**src/rtl/pattern_count_engine.sv**
```systemverilog
// Streams NBYTES bytes from memory and counts masked pattern matches:
// in-byte windows, bytes with any in-byte match, and whole-string windows.
module pattern_count_engine #(
  parameter int unsigned DW     = 8,
  parameter int unsigned PW     = 5,
  parameter int unsigned NBYTES = 32,
  parameter int unsigned AW     = 8,
  parameter int unsigned CW     = 9
) (
  input  logic          clk,
  input  logic          reset,
  input  logic          start,
  input  logic [AW-1:0] base_addr,
  input  logic [PW-1:0] pat,
  input  logic [PW-1:0] pat_mask,
  output logic          mem_rd,
  output logic [AW-1:0] mem_addr,
  input  logic [DW-1:0] mem_rdata,
  output logic          busy,
  output logic          done,
  output logic [CW-1:0] ctb,
  output logic [CW-1:0] cto,
  output logic [CW-1:0] cts
);

  localparam int unsigned IW = (NBYTES > 1) ? $clog2(NBYTES) : 1;
  localparam int unsigned NW = $clog2(DW + 1) + 1;
  localparam int unsigned SW = ((CW > NW) ? CW : NW) + 1;
  localparam logic [IW-1:0] LAST = IW'(NBYTES - 1);
  localparam logic [SW-1:0] CMAX = {{(SW-CW){1'b0}}, {CW{1'b1}}};

  typedef enum logic [1:0] {S_IDLE, S_READ, S_DRAIN, S_DONE} state_t;

  state_t          r_state, w_state_nxt;
  logic [IW-1:0]   r_idx;
  logic [AW-1:0]   r_addr;
  logic [PW-1:0]   r_pat, r_mask;
  logic [PW-2:0]   r_hist;
  logic            r_valid, r_first;
  logic [CW-1:0]   r_ctb, r_cto, r_cts;
  logic            w_accept;
  logic [DW+PW-2:0] w_ext;
  logic [NW-1:0]   w_in_cnt, w_x_cnt;
  logic [CW-1:0]   w_ctb_nxt, w_cto_nxt, w_cts_nxt;

  function automatic logic f_match(input logic [PW-1:0] w, p, m);
    return ((w ^ p) & m) == '0;
  endfunction

  function automatic logic [CW-1:0] f_sat(input logic [CW-1:0] a, input logic [NW-1:0] b);
    logic [SW-1:0] s;
    s = SW'(a) + SW'(b);
    return (s > CMAX) ? '1 : s[CW-1:0];
  endfunction

  always_comb begin
    w_state_nxt = r_state;
    w_accept    = 1'b0;
    mem_rd      = 1'b0;
    mem_addr    = '0;
    busy        = 1'b0;
    done        = 1'b0;
    case (r_state)
      S_IDLE: if (start) begin
        w_accept    = 1'b1;
        w_state_nxt = S_READ;
      end
      S_READ: begin
        mem_rd   = 1'b1;
        mem_addr = r_addr;
        busy     = 1'b1;
        if (r_idx == LAST) w_state_nxt = S_DRAIN;
      end
      // Stay until the last returned byte has been folded into the counts.
      S_DRAIN: begin
        busy = 1'b1;
        if (!r_valid) w_state_nxt = S_DONE;
      end
      S_DONE: begin
        done = 1'b1;
        if (start) begin
          w_accept    = 1'b1;
          w_state_nxt = S_READ;
        end
      end
      default: w_state_nxt = S_IDLE;
    endcase
  end

  // Windows with lowest bit at k < DW-PW+1 lie inside the byte; the rest cross.
  always_comb begin
    w_ext    = {r_hist, mem_rdata};
    w_in_cnt = '0;
    w_x_cnt  = '0;
    for (int unsigned k = 0; k <= DW - PW; k++)
      if (f_match(w_ext[k +: PW], r_pat, r_mask)) w_in_cnt = w_in_cnt + NW'(1);
    for (int unsigned k = DW - PW + 1; k < DW; k++)
      if (f_match(w_ext[k +: PW], r_pat, r_mask)) w_x_cnt = w_x_cnt + NW'(1);
    w_ctb_nxt = f_sat(r_ctb, w_in_cnt);
    w_cto_nxt = f_sat(r_cto, NW'(w_in_cnt != '0));
    w_cts_nxt = f_sat(r_cts, r_first ? w_in_cnt : w_in_cnt + w_x_cnt);
  end

  always_ff @(posedge clk or posedge reset) begin
    if (reset) begin
      r_state <= S_IDLE;
      r_idx   <= '0;
      r_addr  <= '0;
      r_pat   <= '0;
      r_mask  <= '0;
      r_hist  <= '0;
      r_valid <= 1'b0;
      r_first <= 1'b0;
      r_ctb   <= '0;
      r_cto   <= '0;
      r_cts   <= '0;
    end else begin
      r_state <= w_state_nxt;
      r_valid <= (r_state == S_READ);
      if (w_accept) begin
        r_pat   <= pat;
        r_mask  <= pat_mask;
        r_addr  <= base_addr;
        r_idx   <= '0;
        r_hist  <= '0;
        r_first <= 1'b1;
        r_ctb   <= '0;
        r_cto   <= '0;
        r_cts   <= '0;
      end else begin
        if (r_state == S_READ) begin
          r_addr <= r_addr + AW'(1);
          r_idx  <= r_idx + IW'(1);
        end
        if (r_valid) begin
          r_ctb   <= w_ctb_nxt;
          r_cto   <= w_cto_nxt;
          r_cts   <= w_cts_nxt;
          r_hist  <= mem_rdata[PW-2:0];
          r_first <= 1'b0;
        end
      end
    end
  end

  assign ctb = r_ctb;
  assign cto = r_cto;
  assign cts = r_cts;

endmodule

```
**config.mk**
```make
export PLATFORM = sky130hd
export DESIGN_NAME = pattern_count_engine
export DESIGN_NICKNAME = d
export VERILOG_FILES = /design/src/rtl/pattern_count_engine.sv
export SDC_FILE = /design/constraint.sdc
export NUM_CORES = 1
export LEC_CHECK = 0
export BUFFER_PORTS_ARGS = -buffer_cell sky130_fd_sc_hd__buf_2
export CELL_PAD_IN_SITES_DETAIL_PLACEMENT = 1
export CELL_PAD_IN_SITES_GLOBAL_PLACEMENT = 1
export CORE_MARGIN = 5
export CORE_UTILIZATION = 39
export CTS_BUF_LIST = sky130_fd_sc_hd__clkbuf_8 sky130_fd_sc_hd__clkbuf_16
export DETAILED_ROUTE_END_ITERATION = 10
export PLACE_DENSITY = 0.79
export SYNTH_ARGS = -nofsm -noshare
export SYNTH_HDL_FRONTEND = slang
export SYNTH_SLANG_ARGS = --single-unit
```
**constraint.sdc**
```tcl
create_clock -name clk -period 4.2 [get_ports clk]
set_input_delay 0.21 -clock clk [delete_from_list [all_inputs] [get_ports clk]]
set_output_delay 0.21 -clock clk [all_outputs]
set_load 0.01 [all_outputs]
```
After elaboration in Yosys (flattened, before gate mapping):

Cells that the tools add are included.
W data, S select, Z words.

* input port bits: 29
* word-level logic and storage cells: 100
* register bits: 58

* muxes and demuxes: 36
* bitwise gates (word level): 16
* order comparisons: 3
* $add $sub $neg: 12
* equality and inequality tests: 7
* reductions and logical operators: 15

Operators with widths (count)
* $mux W9: 9
* $mux W5: 9
* $and A5 B5 Y5: 8
* $logic_not A5 Y1: 8
* $xor A5 B5 Y5: 8
* $add A5 B1 Y5 const B: 7
* $gt A10 B9 Y1 const B: 3
* $mux W8: 3
* $add A9 B5 Y10: 2
* $add A9 B1 Y10: 1
* $mux W1: 9
* $add A8 B1 Y8 const B: 1
* $mux W4: 2
* $mux W2: 3
* $pmux W2 S3: 1
* $add A5 B5 Y5: 1
* $eq A5 B5 Y1 const B: 1
* $reduce_bool A5 Y1: 1
* $eq A2 B2 Y1 const B: 2
* $ne A2 B2 Y1 const B: 2
* $reduce_bool A2 Y1: 2
* $reduce_or A2 Y1: 2
* $reduce_and A3 Y1: 1
* $eq A2 B1 Y1 const B: 1
* other kinds (2): 2

Depth between registers and ports, before layout:

Gate-level depths: netlist of the first run.

* depth in word-level cells: 17
* gate-level depth with buffers: 24
* depth with buffers taken out: 23

Least setup slack after synthesis of the first run:

OpenSTA, ideal clock, no wires.

* path type: register -> register
* start point: register r_pat[2]
* end point: register r_cts[8] (netlist: cts[8])
* library setup time: 0.134 ns
* stages on the path, launching flop included: 23
* path buffers: 1
* data arrival time: 4.120 ns
* path slack: -0.054 ns
* period minus slack after synthesis: 4.254 ns
* cells stage by stage: dfrtp_1 > buf_2 > xor2_1 > a22oi_1 > and3_1 > ha_1 > xnor2_1 > ha_1 > nand4_1 > xnor2_4 > inv_4 > ha_1 > a21oi_1 > nor3_1 > a31oi_1 > o211ai_1 > ha_1 > o21ai_0 > a21boi_0 > o21ba_2 > and3_1 > o21ai_0 > a31oi_1

* word-level cells in the longest chain between the ends: 17
* elaborated cells on any way between the ends: 45
* those cells by class: add/sub (8); order compare (1); mux (12); bitwise (16); reduce/logical (8)

Ends and longest elaborated chain
* from (decl): RTL line 37 `logic [PW-1:0] r_pat, r_mask;`
* from (signal assigned): RTL line 121 `r_pat <= pat;`
* $xor A5 B5 Y5: RTL line 47 `return ((w ^ p) & m) == '0;`
* $and A5 B5 Y5: RTL line 47
* $logic_not A5 Y1: RTL line 47
* $mux W1 (on tied branches): RTL line 96, 98
* $add A5 B1 Y5 (on tied branches): RTL line 96, 98
* $mux W5 (on tied branches): RTL line 96, 98
* $add A5 B1 Y5 (on tied branches): RTL line 96, 98
* $mux W5 (on tied branches): RTL line 96, 98
* $add A5 B1 Y5 (on tied branches): RTL line 96, 98
* $mux W5 (on tied branches): RTL line 96, 98
* $add A5 B5 Y5: RTL line 101 `w_cts_nxt = f_sat(r_cts, r_first ? w_in_cnt : w_in_cnt + w_x_cnt);`
* $mux W5 *: RTL line 101
* $add A9 B5 Y10 *: RTL line 52 `s = SW'(a) + SW'(b);`
* $gt A10 B9 Y1: RTL line 53 `return (s > CMAX) ? '1 : s[CW-1:0];`
* $mux W9 *: RTL line 53
* $mux W9 *: RTL line 135 `if (r_valid) begin`
* $mux W9 *: RTL line 120 `if (w_accept) begin`
* to (signal assigned): RTL line 138 `r_cts <= w_cts_nxt;`
* to (decl): RTL line 40 `logic [CW-1:0] r_ctb, r_cto, r_cts;`

Mark *: on every way between the ends. The rest lies on a longest branch, timed or not. The select of a mux whose other input is x is not followed.
A chain may end at the register's enable or synchronous reset.

Worst setup path after layout of the first run:

Same ends and word-level chain as after synthesis.

==> results of run 1 <==
-- metal layers --
metal	vias to the layer above	GRT usage (%)	part of all wire, %	wire (um)
met5	-	0	0	0
met4	0	5.53	1.4	180
met3	17	4.24	3.7	463
met2	86	37.0	54	6820
met1	1970	23.4	41	5220
li1	1853	-	-	-
-- sequential cells by signal, indices dropped and copies added, names as in the netlist --
| register | count |
|---|---|
| ctb | 9 |
| cto | 9 |
| cts | 9 |
| r_addr | 8 |
| r_first | 1 |
| r_hist | 4 |
| r_idx | 5 |
| r_mask | 5 |
| r_pat | 5 |
| r_state | 2 |
| r_valid | 1 |
-- how the worst min path moves through the flow --
stage	cells past startpoint	slack [ns]	endpoint	start
6_report	3	0.06	r_mask[0]	pat_mask[0]
5_1_grt	3	0.06	r_pat[0]	pat[0]
4_1_cts	3	0.06	r_mask[0]	pat_mask[0]
3_5_place_dp	2	0.18	r_mask[0]	reset
3_3_place_gp	2	0.18	r_mask[1]	reset
2_1_floorplan	2	0.32	r_mask[0]	pat_mask[0]
-- area by class of cell --
cell class / instances / area (sq um) / share of cell area (%)
clock buffer: 12 / 165 / 3.04
clock inverter: 3 / 38.8 / 0.713
inverter: 24 / 92.6 / 1.70
multi-input combinational: 368 / 2760 / 50.7
sequential: 58 / 1460 / 26.8
tap: 136 / 170 / 3.13
timing repair buffer: 121 / 753 / 13.9
-- critical path, stage by stage (launching register included) --
cell	delay (ns)
dfrtp_2	0.48
buf_4	0.17
xor2_1	0.15
a222oi_1	0.27
buf_4	0.19
nand2_1	0.09
xnor2_2	0.17
ha_2	0.29
mux2_4	0.29
fa_2	0.58
nor2_2	0.05
o21bai_4	0.19
fa_2	0.40
nor2b_4	0.13
o21ai_2	0.07
a21boi_1	0.17
o21ba_2	0.16
and3_4	0.20
o21ai_2	0.06
a31oi_1	0.19
-- cell families (layout without fill, tap and decap cells) --
family,after synthesis,count (layout),synth area share [%]
adder cells (fa/ha/maj),30,30,9.49
buffers and inverters,57,160,5.61
multiplexers,10,10,2.48
flip-flops,58,58,34.6
other,1,3,0.0895
XOR/XNOR,64,64,13.8
AO/OA/AOI/OAI,101,101,15.9
AND/OR/NAND/NOR,160,160,18.0
-- placed cells by master (no fill, tap or decap), types with 7 or more instances in the layout --
| cell type | Yosys | final |
|---|---|---|
| a21oi_1 | 18 | 14 |
| a22oi_1 | 13 | 12 |
| a31oi_1 | 12 | 11 |
| and2_1 | 12 | 12 |
| buf_2 | 6 | 66 |
| buf_4 | 1 | 52 |
| clkbuf_8 | 0 | 12 |
| dfrtp_1 | 58 | 53 |
| ha_1 | 27 | 21 |
| inv_1 | 23 | 22 |
| mux2i_1 | 7 | 7 |
| nand2_1 | 69 | 69 |
| nand3_1 | 14 | 13 |
| nand4_1 | 7 | 7 |
| nor2_1 | 26 | 25 |
| nor3_1 | 8 | 8 |
| o21ai_0 | 29 | 23 |
| xnor2_1 | 11 | 8 |
| xor2_1 | 52 | 50 |
-- timing repair --
item / 4_1_cts / 5_1_grt
endpoints found under the setup margin: 11 / 17
resized for setup: 41 / 18
pin swaps: 34 / 21
hold endpoints to repair: 13 / 0
hold buffers: 1 / 0
buffers inserted: 15 / 5
-- stage by stage --
stage / TNS [ns] / instances / setup WS [ns] / instance area, sq um / utilization [%]
2_1_floorplan: 0 / 483 / 0.00357 / 4210 / -
3_3_place_gp: -1.04 / 686 / -0.155 / 4820 / 46.3
3_5_place_dp: -3.27 / 686 / -0.385 / 4820 / 46.3
4_1_cts: -0.0878 / 717 / -0.0509 / 5320 / 51.1
5_1_grt: -2.86 / 722 / -0.406 / 5440 / 52.2
6_report: -0.984 / 722 / -0.204 / 5440 / 52.2
==> summary.txt, run 1 <==
FFs w/ async S/R, synth -> 100%
slew of the pin with the lowest slew margin -> 0.913 ns
1st-iter DRT viols -> 188
num rows -> 37
crit path DAT -> 4.65 ns
Mean Syn Cell Area -> 8.71 sq um
R2R Path Start -> r_pat[2]
antenna-violating nets left -> 0
Pre-antenna DRT Iters -> 4
root buffer cell -> clkbuf_8
CTS H-Tree Depth -> 3
Worst Hold Class -> in -> reg
status -> finished, violations left
most frequent cells after synthesis -> nand2_1, dfrtp_1, xor2_1, o21ai_0, ha_1
Seq/Total Area, Yosys -> 34.6%
antenna violations before repair -> 0
post-synth top area share -> 34.6%
final WL -> 12.7 mm
Top FF cell, synth -> dfrtp_1
Setup crit start kind -> register
FF-to-FF path depth -> 19
Die ar. -> 12,900 sq um
worst path required time -> 4.45 ns
Mapped Cells -> 481
max cap viols -> 0
fill count -> 1,228
Worst Path Max Fanout -> 6
Tmin final -> 4.40 ns
Worst Setup Path Type -> reg -> reg
violated checks -> setup timing
grt total ovfl -> 0
placed wire-length estimate -> 8.88 mm
fin worst setup slack -> -0.204 ns
Synth area leaders -> dfrtp_1, xor2_1, ha_1
Reg2Reg Setup Slack -> -0.20 ns
Clock transition at path regs -> 0.07 ns
Reg2Reg Capture Point -> cts[8]
Synth warnings -> 0
RSZ-0062 raised after global routing -> true
area grow syn2layout -> 29.7%
vias in the first global route -> 4,302
Synth cell types -> 51
core area -> 10,400 sq um
nets -> 641
crit end category -> register
Clk Latency, worst-skew pair -> 0.34 ns
# DRC -> 0
final hold violation count -> 0
Vias per Instance -> 5.44
Vias -> 3,926
final period utilization -> 105%
initial core utilization -> 40.2%
Ports -> 67
CTS max path bufs -> 2
first-pass GRT wire length -> 21.2 mm
layout cells sized above 1 -> 32.3%
WL/cell -> 17.6 um
Final Max Tran Viols -> 0
Diodes inserted -> 0
Total Routing Usage GR -> 20.1%
crit path to -> cts[8]
Post-synth EDFFs -> 0
Max Clock Skew -> 0.0139 ns
I/O Buffers -> 66
Die Wd -> 114 um
Synth Cell Area -> 4190 sq um
Final setup viols -> 9
Slew headroom -> 39.0%
Yosys reg bits -> 58
CTS tree -> yes
total CTS buffers -> 9
Setup crit start -> r_pat[2]
Synth area leader -> dfrtp_1
chip height -> 114 um
Max Fclk -> 0.227 GHz
CTS sink cnt -> 58
count leader, synth -> nand2_1
Worst Hold Slack -> 0.0624 ns
Final GP Congestion -> 0.810
largest net degree at the start of global routing -> 46
Power of run 1 is left out: the tool's default activity adds up to more than one toggle a clock period on the data nets, which glitch-free logic cannot reach.
==> run 2: changes to the inputs <==
- ABC_AREA: default -> 1
- CORE_UTILIZATION: 39 -> 38
- PLACE_DENSITY: 0.79 -> 0.8
==> run 2 against run 1 <==
  * Setup slack got worse by 0.16 ns
  * Non-clock buffer count grew 32
  * Critical endpoint is now cts[0]
  * Via count increased by 24%
  * Utilization rose by 2.9 points
  * Sequential share of layout area down 3.6 points
  * The flow still finishes with violations (setup timing)
  * Final cell count is 27% higher
  * Register-to-register slack got worse by 0.16 ns
==> summary.txt, run 2 <==
Mapped Cells -> 624 (was 481)
crit path DAT -> 4.85 ns (was 4.65 ns)
# DRC -> 0 (unchanged)
violated checks -> setup timing (unchanged)
status -> finished, violations left (unchanged)
count leader, synth -> nand2_1 (unchanged)
Mean Syn Cell Area -> 7.10 sq um (was 8.71 sq um)
Synth Cell Area -> 4430 sq um (was 4190 sq um)
Vias -> 4,859 (was 3,926)
CTS tree -> yes (unchanged)
antenna violations before repair -> 0 (unchanged)
WL/cell -> 17.5 um (was 17.6 um)
Critical Path Slowest Stage Cell -> dfrtp_1 (was fa_2)
root buffer cell -> clkbuf_16 (was clkbuf_8)
Worst Hold Class -> in -> reg (unchanged)
Final Max Tran Viols -> 0 (unchanged)
Seq/Total Area, Yosys -> 32.7% (was 34.6%)
Pre-antenna DRT Iters -> 4 (unchanged)
slowest cell delay on critical path -> 0.43 ns (was 0.58 ns)
Die Wd -> 118 um (was 114 um)
area grow syn2layout -> 41.8% (was 29.7%)
Diodes inserted -> 0 (unchanged)
Synth area leaders -> dfrtp_1, nand2_1, ha_1 (was dfrtp_1, xor2_1, ha_1)
Synth cell types -> 43 (was 51)
Post-synth EDFFs -> 0 (unchanged)
Top FF cell, synth -> dfrtp_1 (unchanged)
Max Clock Skew -> 0.00786 ns (was 0.0139 ns)
final hold violation count -> 0 (unchanged)
Tmin final -> 4.56 ns (was 4.40 ns)
Yosys reg bits -> 58 (unchanged)
CTS Hold Buffers Added -> 0 (was 1)
num rows -> 39 (was 37)
worst path required time -> 4.48 ns (was 4.45 ns)
Worst path most repeated cell -> nand2_2
Slew headroom -> 46.0% (was 39.0%)
Clk Latency, worst-skew pair -> 0.35 ns (was 0.34 ns)
fin cells -> 920 (was 722)
post-synth top area share -> 32.7% (was 34.6%)
I/O Buffers -> 66 (unchanged)
FFs w/ async S/R, synth -> 100% (unchanged)
Synth warnings -> 0 (unchanged)
Total Routing Usage GR -> 21.4% (was 20.1%)
CP Buf/Inv Count -> 5 (was 2)
Final GP Congestion -> 0.904 (was 0.810)
Max Fclk -> 0.219 GHz (was 0.227 GHz)
Final setup viols -> 9 (unchanged)
nets -> 833 (was 641)
crit end category -> register (unchanged)
Die ar. -> 13,900 sq um (was 12,900 sq um)
layout cells sized above 1 -> 38.9% (was 32.3%)
RSZ-0062 raised after global routing -> true (unchanged)
chip height -> 118 um (was 114 um)
most frequent cells after synthesis -> nand2_1, inv_1, dfrtp_1, a21oi_1, o21ai_0 (was nand2_1, dfrtp_1, xor2_1, o21ai_0, ha_1)
Clock transition at path regs -> 0.06 ns (was 0.07 ns)
placed wire-length estimate -> 10.6 mm (was 8.88 mm)
CTS max path bufs -> 2 (unchanged)
first-pass GRT wire length -> 24.6 mm (was 21.2 mm)
antenna-violating nets left -> 0 (unchanged)
final period utilization -> 109% (was 105%)
Worst Setup Path Type -> reg -> reg (unchanged)
leading cell type in the layout, fill and taps excluded -> nand2_1 (unchanged)
Worst Path Max Fanout -> 7 (was 6)
fin worst setup slack -> -0.363 ns (was -0.204 ns)
grt total ovfl -> 0 (unchanged)
cell family with the largest share of critical-path delay -> simple AND/OR/NAND/NOR gates (was adder cells)
Cells after DPL -> 883 (was 686)
Setup TNS Final -> -2.50 ns (was -0.984 ns)
final WL -> 16.1 mm (was 12.7 mm)
core area -> 11,400 sq um (was 10,400 sq um)
slew of the pin with the lowest slew margin -> 0.810 ns (was 0.913 ns)
most frequent cells in the layout -> nand2_1, buf_4, inv_1 (was nand2_1, buf_2, dfrtp_1)
Vias per Instance -> 5.28 (was 5.44)
CTS sink cnt -> 58 (unchanged)
initial core utilization -> 38.8% (was 40.2%)
total CTS buffers -> 9 (unchanged)
CTS H-Tree Depth -> 3 (unchanged)
Synth area leader -> dfrtp_1 (unchanged)
1st-iter DRT viols -> 182 (was 188)
Ports -> 67 (unchanged)
largest net degree at the start of global routing -> 59 (was 46)
Setup crit start kind -> register (unchanged)
final core occ -> 55.1% (was 52.2%)
max cap viols -> 0 (unchanged)
vias in the first global route -> 5,201 (was 4,302)
[run 2: cell count changes after synthesis, moves of 9 or more]
cell      change
inv_2        +12
xor2_1       -41
xnor2_1       -9
a31oi_1      -12
a21oi_1      +39
nand2_1      +97
nand3_1      +14
and3_1       -10
o21ai_0      +28
and2_1       -12
a22oi_1      -13
clkbuf_1     -13
inv_1        +59
[run 2: timing repair]
action / CTS / global route
pin swaps: 29 / 43
endpoints found under the setup margin: 17 / 17
gates resized for setup: 44 / 94
buffers inserted: 9 / 15
[run 2: through the flow]
| step | worst slack [ns] | instance area, sq um | hold slack, ns |
|---|---|---|---|
| floorplan | 0.0171 | 4450 | 0.331 |
| global placement | -0.327 | 5350 | 0.417 |
| detailed placement | -0.617 | 5350 | 0.428 |
| CTS | -0.187 | 5820 | 0.0709 |
| global route | -0.676 | 6290 | 0.0987 |
| finish | -0.363 | 6290 | 0.0748 |
[run 2: worst paths after layout]
kind | start | endpoint | slack (ns) | depth (start not counted)
setup / recovery | r_pat[3] | cts[0] | -0.36 | 28
hold / removal | pat[0] | r_pat[0] | 0.07 | 3
setup reg to reg | r_pat[3] | cts[0] | -0.36 | 28
hold reg to reg | cts[4] | cts[4] | 0.53 | 2
max in group asynchronous | reset | r_mask[3] | 3.52 | 3
min in group asynchronous | reset | ctb[7] | 0.08 | 3
[run 2: final cells by class]
cell class / instances / area [sq um]
Clock buffer: 12 / 267
Multi-Input combinational cell: 456 / 2980
Inverter: 96 / 365
Tap cell: 143 / 179
Fill cell: 1452 / 5130
Clock inverter: 2 / 12.5
Timing Repair Buffer: 153 / 1020
Sequential cell: 58 / 1460
[run 2: cell families after synthesis]
group,count (synthesis),share of synthesized area [%]
AOI/OAI and AO/OA,136,16.4
xor gates and xnor gates,14,2.94
adders and majority gates,30,8.98
buffers and inverters,112,10.3
DFF,58,32.7
muxes,1,0.254
other,1,0.0846
and+or+nand+nor,272,28.3
[run 2: worst register-to-register path: cells and delay by family (launching register included)]
family	cells	cell delay (ns)
simple gates	13	1.49
fa+ha+maj	4	0.99
buf+inv	5	0.64
compound gates	4	0.48
flops	1	0.43
mux	1	0.29
xor+xnor	1	0.18
[run 2: routing by layer]
metal  global-route usage (%)  up-vias  wire length [um]
met1                     24.8     2421              6600
met3                     4.81       32               547
met2                     38.1       88              8600
li1                         -     2318                 -
met5                        0        -                 0
met4                     8.39        0               396
Power of run 2 is left out for the same reason.
